## config.mk

```make
export PLATFORM = sky130hd
export DESIGN_NAME = ram_cmd_master
export DESIGN_NICKNAME = d
export VERILOG_FILES = /design/src/rtl/ram_cmd_pkg.sv /design/src/rtl/ram_cmd_timer.sv /design/src/rtl/ram_cmd_master.sv
export SDC_FILE = /design/constraint.sdc
export NUM_CORES = 1
export LEC_CHECK = 0
export ABC_AREA = 1
export BUFFER_PORTS_ARGS = -buffer_cell sky130_fd_sc_hd__buf_2
export CAP_MARGIN = 40
export CORE_UTILIZATION = 50
export CTS_BUF_LIST = sky130_fd_sc_hd__clkbuf_4
export DETAILED_ROUTE_END_ITERATION = 16
export GPL_ROUTABILITY_DRIVEN = 0
export HOLD_SLACK_MARGIN = 0.08
export PLACE_DENSITY_LB_ADDON = 0.08
export SLEW_MARGIN = 0
export SYNTH_ARGS = -nofsm -noshare
export SYNTH_HDL_FRONTEND = slang
export SYNTH_SLANG_ARGS = --single-unit
export TNS_END_PERCENT = 30
```

## constraint.sdc

```tcl
create_clock -name clk -period 1.8 [get_ports clk]
set_clock_uncertainty 0.05 [all_clocks]
set_input_delay 0.36 -clock clk [delete_from_list [all_inputs] [get_ports clk]]
set_output_delay 0.36 -clock clk [all_outputs]
set_load 0.01 [all_outputs]
```

## src/rtl/ram_cmd_pkg.sv

```systemverilog
// ==== ram_cmd_pkg : opcodes, FSM state type and command packing shared by ram_cmd blocks ====
// ==== Revision 1.0 ===========================================================================
`default_nettype none

package ram_cmd_pkg;

    localparam logic [1:0] OP_WR_ADDR = 2'b00;
    localparam logic [1:0] OP_WR_DATA = 2'b01;
    localparam logic [1:0] OP_RD_ADDR = 2'b10;
    localparam logic [1:0] OP_RD_DATA = 2'b11;

    typedef enum logic [2:0] {
        ST_IDLE    = 3'd0,
        ST_WR_ADDR = 3'd1,
        ST_WR_DATA = 3'd2,
        ST_RD_ADDR = 3'd3,
        ST_RD_CMD  = 3'd4,
        ST_RD_WAIT = 3'd5,
        ST_RESP    = 3'd6
    } state_t;

    function automatic logic [9:0] make_cmd(input logic [1:0] op, input logic [7:0] payload);
        return {op, payload};
    endfunction

endpackage

`default_nettype wire

```

## src/rtl/ram_cmd_timer.sv

```systemverilog
// ==== ram_cmd_timer : read-data wait counter with timeout compare ====
// ==== Revision 1.0 ===================================================
`default_nettype none

module ram_cmd_timer #(
    parameter int TIMEOUT_CYCLES = 16
) (
    input  logic clk,
    input  logic rst,
    input  logic clear,
    input  logic enable,
    output logic expired
);

    localparam logic [8:0] LIMIT = 9'(TIMEOUT_CYCLES);

    logic [7:0] count;

    always_ff @(posedge clk or posedge rst) begin
        if (rst) begin
            count <= 8'd0;
        end else if (clear) begin
            count <= 8'd0;
        end else if (enable && (count != 8'hFF)) begin
            count <= count + 8'd1;
        end
    end

    // Expiry is flagged in the cycle whose increment would make the count reach the limit.
    assign expired = enable && (({1'b0, count} + 9'd1) == LIMIT);

endmodule

`default_nettype wire

```

## src/rtl/ram_cmd_master.sv

```systemverilog
// ==== ram_cmd_master : host request to RAM command sequencer; err_cnt port with RAM_CMD_STATS_EN ====
// ==== Revision 1.0 ===================================================================================
`default_nettype none

module ram_cmd_master
    import ram_cmd_pkg::*;
#(
    parameter int TIMEOUT_CYCLES = 16
) (
    input  logic       clk,
    input  logic       rst,
    input  logic       req_valid,
    output logic       req_ready,
    input  logic       req_wr,
    input  logic [7:0] req_addr,
    input  logic [7:0] req_wdata,
    output logic       rx_valid,
    output logic [9:0] din,
    input  logic       tx_valid,
    input  logic [7:0] dout,
    output logic       rsp_valid,
    output logic [7:0] rsp_data,
    output logic       rsp_err
`ifdef RAM_CMD_STATS_EN
    ,
    output logic [7:0] err_cnt
`endif
);

    state_t     state;
    state_t     next_state;
    logic [7:0] addr_q;
    logic [7:0] wdata_q;
    logic       in_wait;
    logic       expired;
    logic       timeout_hit;

    assign in_wait     = (state == ST_RD_WAIT);
    assign timeout_hit = in_wait && !tx_valid && expired;

    ram_cmd_timer #(
        .TIMEOUT_CYCLES(TIMEOUT_CYCLES)
    ) u_timer (
        .clk    (clk),
        .rst    (rst),
        .clear  (!in_wait),
        .enable (in_wait),
        .expired(expired)
    );

    always_ff @(posedge clk or posedge rst) begin
        if (rst) begin
            state <= ST_IDLE;
        end else begin
            state <= next_state;
        end
    end

    always_comb begin
        next_state = state;
        rx_valid   = 1'b0;
        din        = 10'h000;
        case (state)
            ST_IDLE: begin
                if (req_valid) begin
                    next_state = req_wr ? ST_WR_ADDR : ST_RD_ADDR;
                end
            end
            ST_WR_ADDR: begin
                rx_valid   = 1'b1;
                din        = make_cmd(OP_WR_ADDR, addr_q);
                next_state = ST_WR_DATA;
            end
            ST_WR_DATA: begin
                rx_valid   = 1'b1;
                din        = make_cmd(OP_WR_DATA, wdata_q);
                next_state = ST_RESP;
            end
            ST_RD_ADDR: begin
                rx_valid   = 1'b1;
                din        = make_cmd(OP_RD_ADDR, addr_q);
                next_state = ST_RD_CMD;
            end
            ST_RD_CMD: begin
                rx_valid   = 1'b1;
                din        = make_cmd(OP_RD_DATA, 8'h00);
                next_state = ST_RD_WAIT;
            end
            ST_RD_WAIT: begin
                if (tx_valid || expired) begin
                    next_state = ST_RESP;
                end
            end
            ST_RESP: begin
                next_state = ST_IDLE;
            end
            default: begin
                next_state = ST_IDLE;
            end
        endcase
    end

    // Response fields are non-zero only during RESP; they are cleared on the way back to IDLE.
    always_ff @(posedge clk or posedge rst) begin
        if (rst) begin
            addr_q   <= 8'h00;
            wdata_q  <= 8'h00;
            rsp_data <= 8'h00;
            rsp_err  <= 1'b0;
        end else begin
            if (state == ST_IDLE) begin
                addr_q  <= req_addr;
                wdata_q <= req_wr ? req_wdata : 8'h00;
            end
            if (in_wait) begin
                if (tx_valid) begin
                    rsp_data <= dout;
                    rsp_err  <= 1'b0;
                end else if (expired) begin
                    rsp_data <= 8'h00;
                    rsp_err  <= 1'b1;
                end
            end
            if (state == ST_RESP) begin
                rsp_data <= 8'h00;
                rsp_err  <= 1'b0;
            end
        end
    end

    assign rsp_valid = (state == ST_RESP);
    assign req_ready = (state == ST_IDLE) && !rst;

`ifdef RAM_CMD_STATS_EN
    always_ff @(posedge clk or posedge rst) begin
        if (rst) begin
            err_cnt <= 8'h00;
        end else if (timeout_hit && (err_cnt != 8'hFF)) begin
            err_cnt <= err_cnt + 8'd1;
        end
    end
`else
    logic unused_timeout;
    assign unused_timeout = timeout_hit;
`endif

endmodule

`default_nettype wire
```

Word level (Yosys, flattened, before mapping) --
Cells that the tools add are included.
Word-level totals: input bits 29, bits in latches 0, bits in writable memories 0, output and inout port bits 22, ROM bits 0, register bits after elaboration 36, memories kept 0
Operators by class: multipliers 0, shifts and indexed selects 0, reduce and logical (&&, ||, !) cells 11, divide/modulo/power cells 0, bitwise operators 0, add/subtract/negate cells 2, mux-type cells 17, equal/unequal tests 11, order comparisons 0
Operators with widths (count):
- 2-to-1 mux 8 bit | 7
- one-hot mux 10 bit (4 select lines) | 1
- one-hot mux 3 bit (6 select lines) | 1
- adder 8 x 1 -> 9 bit, second input constant | 1
- == test 3 bit, second input constant | 3
- == test 9 x 5 -> 1 bit, second input constant | 1
- adder 8 x 1 -> 8 bit, second input constant | 1
- != test 8 bit, second input constant | 1
- == test 3 x 2 -> 1 bit, second input constant | 2
- 2-to-1 mux 3 bit | 2
- != test 2 bit, second input constant | 3
- 2-to-1 mux 1 bit | 5
- AND reduction 2 bit | 2
- OR reduction 4 bit | 1
- == test 3 x 1 -> 1 bit, second input constant | 1
- logical AND 1 bit | 3
- zero test 3 bit | 1
- nonzero test 3 bit | 1
- 2-to-1 mux 2 bit | 1
- nonzero test 2 bit | 1
- zero test 1 bit | 1
- logical OR 1 bit | 1

Logic depth before layout (Yosys ltp) --
word-level depth 7, mapped depth 12

Hierarchy --
Synthesis repeated with hierarchy kept, for this count alone.
Unflattened totals: cell total of the unflattened synthesis 246, area total of the unflattened synthesis 1908.1 um^2
Modules (own cells, without submodules):
- ram_cmd_master | times used 1, area each 1347.5 um^2, cells an instance 167
- ram_cmd_timer | times used 1, area each 560.5 um^2, cells an instance 79

Worst setup path after synthesis --
Ideal clock, no wire load.
path kind register to register, start register u_timer.count[1], end register rsp_data[0], buffers on the path 0, period minus slack after synthesis 1520 ps, stages on the path, launching flop included 13, arrival 1351 ps, path slack 280 ps, cells stage by stage dfrtp_1 -> ha_1 -> nand2_2 -> nor2_4 -> nand2_1 -> nand2_1 -> nand2_1 -> nor2_1 -> nand3_2 -> nand2_2 -> nand2_4 -> nand3_1 -> nand2_1
Between the ends: word-level cells in the longest chain between the ends 5
RTL lines:
- from (decl) | line ram_cmd_timer.sv:17 | logic [7:0] count;
- from (signal assigned) | line ram_cmd_timer.sv:25 | count <= count + 8'd1;
- adder 8 x 1 -> 9 bit | line ram_cmd_timer.sv:30 | assign expired = enable && (({1'b0, count} + 9'd1) == LIMIT);
- == test 9 x 5 -> 1 bit | line ram_cmd_timer.sv:30
- logical AND 1 bit | line ram_cmd_timer.sv:30
- nonzero test 3 bit (no line)
- AND reduction 2 bit (no line)
- to (signal assigned) | line ram_cmd_master.sv:117 | rsp_data <= dout;
- to (decl) | line ram_cmd_master.sv:22 | output logic [7:0] rsp_data,
No other way between the ends. A chain may end at the register's enable or synchronous reset.

Final worst setup path --
start register state[1], end output rsp_valid
Between the ends: word-level cells in the longest chain between the ends 1
RTL lines:
- from (decl) | line ram_cmd_master.sv:30 | state_t state;
- from (signal assigned) | line ram_cmd_master.sv:55 | state <= next_state;
- == test 3 bit | line ram_cmd_master.sv:131 | assign rsp_valid = (state == ST_RESP);
- to (decl) | line ram_cmd_master.sv:21 | output logic rsp_valid,
No other way between the ends.

==> metrics.txt <==
critical path startpoint category register; ratio of final minimum period to clock period 101%; core box area about 3400 sq um; Post-Synthesis Cell Area approximately 1800 sq um; 1st-iter DRT viols 81; MaxCap Viol Count 0; Data arrival, critical path ~1.4 ns; final critical-path required period ~1.8 ns; Total Nets Final 313; first-pass GRT wire length roughly 6200 microns; ratio of cells with drive above 1 in the final layout roughly a third; instance count of the mapped netlist about 220; drt pass-1 iters 4; Buffers on Ports 50; setup repair after global routing missed its margin true; Final setup viols 2; CTS tree done; total number of vias 1,607; Pins Over Slew Limit 0; layout overhead on the synthesized area 28.2%; series of cell instances along the critical path inv_2 > nor3_1 > buf_2; synthesized flop and latch total 36; count of unresolved DRC violations after routing 0; Initial Utilization approximately 52%; routed wirelength normalized by instance count 12.1 microns; warning count from the yosys run 0; initial antenna violation count 0; estimated wirelength of the detail-placed design 2720 microns; Data required, critical path around 1.4 ns; register clock-pin slew on the reported worst setup and hold paths ~0.10 ns; register area share after synthesis 51.1%; level count of the clock H-tree 2; via density per instance approximately 4.9; endpoint class of the critical path output pin; Skew-Pair Late Insertion Delay around 0.35 ns; Num CTS Buffers 5; dominant synthesized flop cell sky130_fd_sc_hd__dfrtp_1; aggregate routed wire length just under 4000 microns; boundary pin count ~50; top cell type's share of synthesized area 51.1%; synthesized-area fraction occupied by ao, oa, aoi and oai cells about a tenth; total power ~3.1 mW; average footprint of a synthesized cell between 8 and 9 sq um; main combinational cell family by area after synthesis simple AND/OR/NAND/NOR gates; largest cells by area after synthesis sky130_fd_sc_hd__dfrtp_1, sky130_fd_sc_hd__nand2_1, sky130_fd_sc_hd__nand3_1; horizontal die dimension 61.4 microns; Synthesized Nets 250; Synth async-reset ratio 100%; Hold WC Path Type primary input to register; area share of xor/xnor cells in the synthesized design less than 1%; Num Clock Sinks 36; number of core rows 21; Slowest Stage Delay on Critical Path between 0.4 and 0.5 ns; number of synthesized flops with an enable pin 0; slowest stage cell on the critical path sky130_fd_sc_hd__dfrtp_2; status complete, but fails checks; Tot GR Track Use about a quarter; largest fanout of any net on the critical path 6; global route overflow 0; power density normalized to cell area 1380 nW/um^2; violations in the final reports negative setup slack; final setup margin -0.00994 ns; overall die area about 3800 sq um; largest vdd supply drop slightly above 1000 uV; area fraction in and, or, nand and nor cells after synthesis a little under 30%; Max Buffers Root-to-Sink 2; fraction of the mapped netlist area in adder cells ~2.1%; top cell type by total area after synthesis sky130_fd_sc_hd__dfrtp_1; Crit Path Class register to output pin; root buffer cell sky130_fd_sc_hd__clkbuf_4; remaining antenna violation count 0; total inserted antenna cells 0; most frequent cell after synthesis sky130_fd_sc_hd__nand2_1; max-slew headroom at the worst pin slightly below 70%; most instantiated cells after synthesis sky130_fd_sc_hd__nand2_1, sky130_fd_sc_hd__dfrtp_1, sky130_fd_sc_hd__nand3_1, sky130_fd_sc_hd__inv_1, sky130_fd_sc_hd__o21ai_0; setup slack, reg-to-reg around 0.16 ns; final hold vios 0; pin count of the biggest net entering global routing 37; vias in the first global route approximately 1,400; mux share of post-synthesis cell area 0%; height of the die 61.4 microns; transition time of the tightest slew-check pin between 0.4 and 0.5 ns; static leakage power 1.18 nW; synth unique cells 26; maximum clock rate approximately 550 MHz; pre-CTS setup slack about 0.068 ns
critical path, delay by kind of cell, from the launching register on:
kind / cells / cell delay (ns)
simple gates: 1 / 0.30
flops: 1 / 0.48
buf+inv: 2 / 0.28
metal layers:
metal  GRT usage [%]  part of all wire, %  up-vias
met5               0                    0        -
met4            11.1                  2.5        0
met3            6.93                  4.1       11
met2            34.8                   46       33
met1            31.7                   48      734
li1                -                    -      829
through the flow:
stage          utilization [%]  std cells  hold slack, ns  cell area [sq um]  setup TNS, ns
6_report                  67.2        328           0.158               2260        -0.0136
5_1_grt                   67.2        328           0.144               2260         -0.824
4_1_cts                   65.5        327           0.145               2200              0
3_5_place_dp              62.4        316           0.418               2100              0
3_3_place_gp              62.4        316           0.415               2100              0
2_1_floorplan                -        218           0.399               1760              0
cells in the final DEF, fill, tap and decap left out, drive strengths merged, types with 2 or more instances in the layout:
cell type | synthesis | final
a21oi | 4 | 4
a31oi | 3 | 3
buf | 2 | 59
clkbuf | 2 | 7
clkinv | 2 | 2
dfrtp | 36 | 36
ha | 3 | 3
inv | 27 | 27
nand2 | 68 | 68
nand3 | 28 | 28
nor2 | 13 | 13
nor3 | 2 | 2
o21ai | 24 | 24
o22ai | 2 | 2
area by class of cell:
class / instances / area [sq um]
clock inverter: 1 / 3.75
inverter: 29 / 118
timing repair buffer: 60 / 332
multi-input combinational: 149 / 793
tap: 46 / 57.6
clock buffer: 7 / 52.6
fill: 303 / 1100
sequential: 36 / 905
flip-flops by register name, summed over array words and instances, names as in the netlist:
| name | flops |
|---|---|
| rsp_data | 8 |
| wdata_q | 8 |
| state | 3 |
| u_timer.count | 8 |
| rsp_err | 1 |
| addr_q | 8 |
final timing paths:
| path | from | to | cells after the start |
|---|---|---|---|
| worst min register to register | addr_q[3] | addr_q[3] | 2 |
| min in group asynchronous | rst | wdata_q[4] | 4 |
| max in group asynchronous | rst | state[2] | 4 |
| worst max register to register | u_timer.count[1] | rsp_data[3] | 12 |
| worst min-delay path | req_addr[6] | addr_q[6] | 3 |
| worst max-delay path | state[1] | rsp_valid | 3 |
what timing repair did:
item,4_1_cts,5_1_grt
pin swaps,0,3
buffers inserted,2,1
hold buffers,1,0
endpoints found under the hold margin,36,0
resized for setup,9,20
setup endpoints to repair,12,36
cell families (layout without fill, tap and decap cells):
family,count (synthesis),in the layout
AND/OR/NAND/NOR,111,111
flip-flops,36,36
AO/OA/AOI/OAI,34,34
buffers and inverters,33,97
adder cells (fa/ha/maj),3,3
XOR/XNOR,1,1
power by group:
| part | internal, mW | switching, mW | total [mW] |
|---|---|---|---|
| clock | 0.180 | 0.262 | 0.443 |
| combinational | 0.545 | 0.883 | 1.43 |
| sequential | 1.08 | 0.178 | 1.25 |
Power figures use the tool's default switching activity.
